[src/rtl/delay_timer_arbiter.sv]
// Round-robin arbiter sharing one delay counter among four requesters.
// The owner is timed for its latched delay, then gets a one-cycle done pulse.
module delay_timer_arbiter #(
    parameter int WIDTH = 30
) (
    input  logic             clk,
    input  logic             reset,
    input  logic [3:0]       req,
    input  logic [WIDTH-1:0] delay0,
    input  logic [WIDTH-1:0] delay1,
    input  logic [WIDTH-1:0] delay2,
    input  logic [WIDTH-1:0] delay3,
    output logic [3:0]       grant,
    output logic [3:0]       done,
    output logic             busy,
    output logic [WIDTH-1:0] count,
    output logic [WIDTH-1:0] desired
);

    typedef enum logic [1:0] {
        IDLE,
        COUNT,
        DONE
    } state_t;

    state_t           state_q;
    logic [1:0]       owner_q;
    logic [1:0]       last_q;
    logic [WIDTH-1:0] count_q;
    logic [WIDTH-1:0] desired_q;
    logic [3:0]       grant_q;
    logic [3:0]       done_q;

    logic             winnerValid_d;
    logic [1:0]       winnerIdx_d;
    logic [1:0]       searchIdx;
    logic [WIDTH-1:0] winnerDelay_d;

    // Scan from the farthest candidate to the nearest so that the requester
    // closest after last_q overwrites the others and wins.
    always_comb begin
        winnerValid_d = 1'b0;
        winnerIdx_d   = 2'd0;
        searchIdx     = 2'd0;
        for (int i = 3; i >= 0; i--) begin
            searchIdx = last_q + 2'(i + 1);
            if (req[searchIdx]) begin
                winnerValid_d = 1'b1;
                winnerIdx_d   = searchIdx;
            end
        end
    end

    always_comb begin
        case (winnerIdx_d)
            2'd0:    winnerDelay_d = delay0;
            2'd1:    winnerDelay_d = delay1;
            2'd2:    winnerDelay_d = delay2;
            default: winnerDelay_d = delay3;
        endcase
    end

    // An abort (owner drops its request) takes precedence over completion.
    always_ff @(posedge clk) begin
        if (reset) begin
            state_q   <= IDLE;
            owner_q   <= 2'd0;
            last_q    <= 2'd3;
            count_q   <= '0;
            desired_q <= '0;
            grant_q   <= 4'b0000;
            done_q    <= 4'b0000;
        end else begin
            case (state_q)
                IDLE: begin
                    done_q <= 4'b0000;
                    if (winnerValid_d) begin
                        state_q   <= COUNT;
                        owner_q   <= winnerIdx_d;
                        desired_q <= winnerDelay_d;
                        count_q   <= '0;
                        grant_q   <= 4'b0001 << winnerIdx_d;
                    end
                end
                COUNT: begin
                    if (!req[owner_q]) begin
                        state_q <= IDLE;
                        grant_q <= 4'b0000;
                        last_q  <= owner_q;
                    end else if (count_q < desired_q) begin
                        count_q <= count_q + WIDTH'(1);
                    end else begin
                        state_q <= DONE;
                        done_q  <= grant_q;
                    end
                end
                DONE: begin
                    state_q <= IDLE;
                    done_q  <= 4'b0000;
                    grant_q <= 4'b0000;
                    last_q  <= owner_q;
                end
                default: begin
                    state_q <= IDLE;
                    done_q  <= 4'b0000;
                    grant_q <= 4'b0000;
                end
            endcase
        end
    end

    assign grant   = grant_q;
    assign done    = done_q;
    assign busy    = (state_q != IDLE);
    assign count   = count_q;
    assign desired = desired_q;

endmodule

[config.mk]
export PLATFORM = sky130hd
export DESIGN_NAME = delay_timer_arbiter
export DESIGN_NICKNAME = d
export VERILOG_FILES = /design/src/rtl/delay_timer_arbiter.sv
export SDC_FILE = /design/constraint.sdc
export NUM_CORES = 1
export LEC_CHECK = 0
export CAP_MARGIN = 20
export CORE_MARGIN = 2
export CORE_UTILIZATION = 40
export DETAILED_ROUTE_END_ITERATION = 10
export PLACE_DENSITY = 0.8
export SETUP_SLACK_MARGIN = 0.02
export SYNTH_ARGS = -nofsm -noshare
export SYNTH_HDL_FRONTEND = slang
export SYNTH_SLANG_ARGS = --single-unit
[constraint.sdc]
create_clock -name clk -period 2.7 [get_ports clk]
set_clock_uncertainty 0.05 [all_clocks]
set_input_delay 0.81 -clock clk [delete_from_list [all_inputs] [get_ports clk]]
set_output_delay 0.81 -clock clk [all_outputs]
set_load 0.02 [all_outputs]
==> results of run 1 <==
## final cells by class
cell class | count | area share [%]
Clock inverter | 4 | 0.6070
Tap cell | 147 | 2.231
Timing Repair Buffer | 279 | 32.49
Multi-Input combinational cell | 542 | 41.61
Sequential cell | 74 | 18.27
Clock buffer | 12 | 3.111
Inverter | 37 | 1.684
## kinds of logic after synthesis
group	count (synthesis)
xor+xnor	5
flops	74
simple gates	348
compound gates	151
buf+inv	81
mux	6
fa+ha+maj	30
## cell usage after synthesis, types with 2 or more instances
master	instances	area, µm²
o41ai_1	2	17.52
nor3_1	7	35.03
nand3_1	45	225.2
and3_1	4	25.02
nor2b_1	5	31.28
o211ai_1	30	225.2
a21oi_1	63	315.3
a21oi_2	5	43.79
nand2b_1	3	18.77
and2_1	3	18.77
a211o_1	2	17.52
buf_1	2	7.510
nand4_1	13	81.33
inv_1	37	138.9
mux2i_1	4	40.04
o21a_1	2	15.01
nand2_1	112	420.4
buf_4	2	15.01
or3_1	16	100.1
nor2_1	116	435.4
o21ai_0	21	105.1
a32o_1	2	20.02
o21ai_2	5	43.79
nor4_1	6	37.54
a211oi_1	5	37.54
clkbuf_1	37	138.9
and4_1	7	61.31
ha_1	30	375.4
xnor2_1	5	43.79
or4_1	7	52.55
dfxtp_1	74	1481
o31ai_1	7	52.55
## power by group through the flow
stage / sequential [mW] / combinational (mW) / clock (mW)
2_1_floorplan: 1.42 / 0.769 / 0
3_3_place_gp: 1.31 / 1.65 / 0
3_5_place_dp: 1.32 / 1.67 / 0
4_1_cts: 1.29 / 1.75 / 1.25
5_1_grt: 1.32 / 2.00 / 1.30
6_report: 1.30 / 1.84 / 1.24
## worst paths after layout
| path | startpoint | to | slack [ns] | depth (start not counted) |
|---|---|---|---|---|
| setup / recovery | desired[19] | count[19] | -0.09 | 10 |
| hold / removal | desired[12] | desired[12] | 0.42 | 2 |
| setup reg to reg | desired[19] | count[19] | -0.09 | 10 |
| hold reg to reg | desired[12] | desired[12] | 0.42 | 2 |
## timing repair
| item | in CTS | in global routing |
|---|---|---|
| setup buffers | 5 | 1 |
| gates cloned | 2 | 0 |
| pin swaps | 5 | 27 |
| setup endpoints to repair | 21 | 34 |
| gates resized for setup | 17 | 71 |
## metrics by stage
stage / worst slack [ns] / hold WS [ns] / setup TNS (ns)
floorplan: 0.03152 / 0.4049 / 0
global placement: -0.2593 / 0.4094 / -6.163
detailed placement: -0.3079 / 0.4143 / -8.616
CTS: 0.01553 / 0.4291 / 0
global route: -0.1354 / 0.4451 / -1.839
finish: -0.08753 / 0.4174 / -0.9218
## metal layers
metal,up-vias,share of wire (%),GRT usage (%)
li1,2924,-,-
met3,53,6.1,3.653
met1,2660,42,34.53
met2,294,48,44.01
met5,-,0,0
met4,0,3.1,11.46
## worst min-delay path: stages (launching register included)
cell     delay [ns]
dfxtp_2        0.33
nand2_1        0.05
a21oi_1        0.05
## state kept, by name, indices dropped and copies added, names as in the netlist
name and count:
desired 30, owner_q 2, count 30, grant 4
state_q 2, last_q 2, done 4
==> out/metrics.cfg, run 1 <==
[cells_and_area]
fin_cells = 1095
multi_input_area_um2 = 3431
num-fill-cells = 945
syn_to_final_growth_pct = 69.41
final_common_cell = clkdlybuf4s50_1
final_cell_mix = clkdlybuf4s50_1, nor2_1, nand2_1
fin_area_um2 = 8245
n_antenna_cell = 0
drive_above_1_share_pct = 20.46
register_area_um2 = 1506
final_nets = 1099
fin_util_pct = 68.93

[route]
dr_total_vias = 5931
first_pass_iters = 5
dr.first_iter.drc_count = 563
wire_per_inst_um = 16.44
drt-total-wl_um = 18000
drc_errors = 0
vias_per_cell = 5.416
ant_nets = 0

[worst_setup_path]
path_max_fanout = 6
path_cells = inv_2 > ha_4 > nand4_1 > or4_4 > or3_4 > o22ai_4 > o22a_4 > buf_6 > nor4_1 > o21a_1
critPathMaxStageDelay_ns = 0.59
crit_type = register to register
crit_slowest_cell = or4_4
critPathTopFamily = simple AND/OR/NAND/NOR gates
arrival_ns = 2.97
required_ns = 2.88
cp-end-kind = register
path_buf_inv = 2
start_kind = register

[place]
gp_congestion = 0.9262
dp.cells = 1071
port_buffers = 194
dp_hpwl_um = 12830
post_dp_cell_area_um2 = 7485

[floorplanning]
row_count = 40
die_area_um2 = 13070
die_h_um = 114.3
coreArea_um2 = 11960
ios = 195
initial_core_util_pct = 40.69
die-width_um = 114.3

[yosys]
synth_top_family_by_area = simple AND/OR/NAND/NOR gates
synth_area_um2 = 4867
yosys_warnings = 0
synth_cells = 695
yosysSeqAreaShare_pct = 30.44
synthAdderAreaFrac_pct = 7.712
synth_xor_area_share_pct = 0.8997
synth_compound_area_share_pct = 19.87
synthMuxAreaShare_pct = 1.517
yosys.area_share.simple_pct = 32.57
yosysUniqueCellTypes = 48
syn_area_per_cell_um2 = 7.003
synth_edf_count = 0
ys_ff_latch = 74
synthFlopType = dfxtp_1
synthArstFlopShare_pct = 0
synth_fp_nets = 851

[global_route]
grt_start_max_net_pins = 52
grt_usage_pct = 26.54
antenna_found_initial = 0
grt_pass1_wl_um = 27840
grt-ovfl-total = 0
grt_pass1_vias = 5646

[sta]
report.final.slew_viol_count = 0
rsz0062_at_grt = true
fin_crit_sh_pct = 103.2
fin_ws_ns = -0.08753
fmax_mhz = 358.7
setup_viol_count_final = 20
tightest_slew_ns = 0.6527
hold_viol = 0
min_period_ns = 2.788
slew_headroom_pct = 56.44

[pwr]
clockPowerShare_pct = 28.3
p_leak_nw = 3.204
p_per_area_nw_per_um2 = 531.8
p_int_mw = 2.859
combPwrFrac_pct = 42.0
swShare_pct = 34.81
peakVddDrop_mv = 0.2552
power_switching_mw = 1.526
seqPwrFrac_pct = 29.7
total_power_mw = 4.385

[clock_network]
tritoncts = yes
cts_buffer_depth = 2
cts_made_buffers = 9
clk_latency_ns = 0.34
cts_root_buffer = clkbuf_16
cts.clk_slew.worst_paths_ns = 0.06
cts.sinks = 74
ctsHoldBuffers = 0
htree_levels = 3

[run_status]
violations = setup timing
outcome = finished, violations left

[hold_path]
min_path_type = register to register

[flow_run]
cap_violations = 0

Note: power is estimated with default switching activity, not from simulation.
==> inputs of run 2 (changes only) <==
- GPL_ROUTABILITY_DRIVEN: unset -> 0
==> results of run 2 <==
The final DEF is identical to that of run 1; final timing and power are the same.
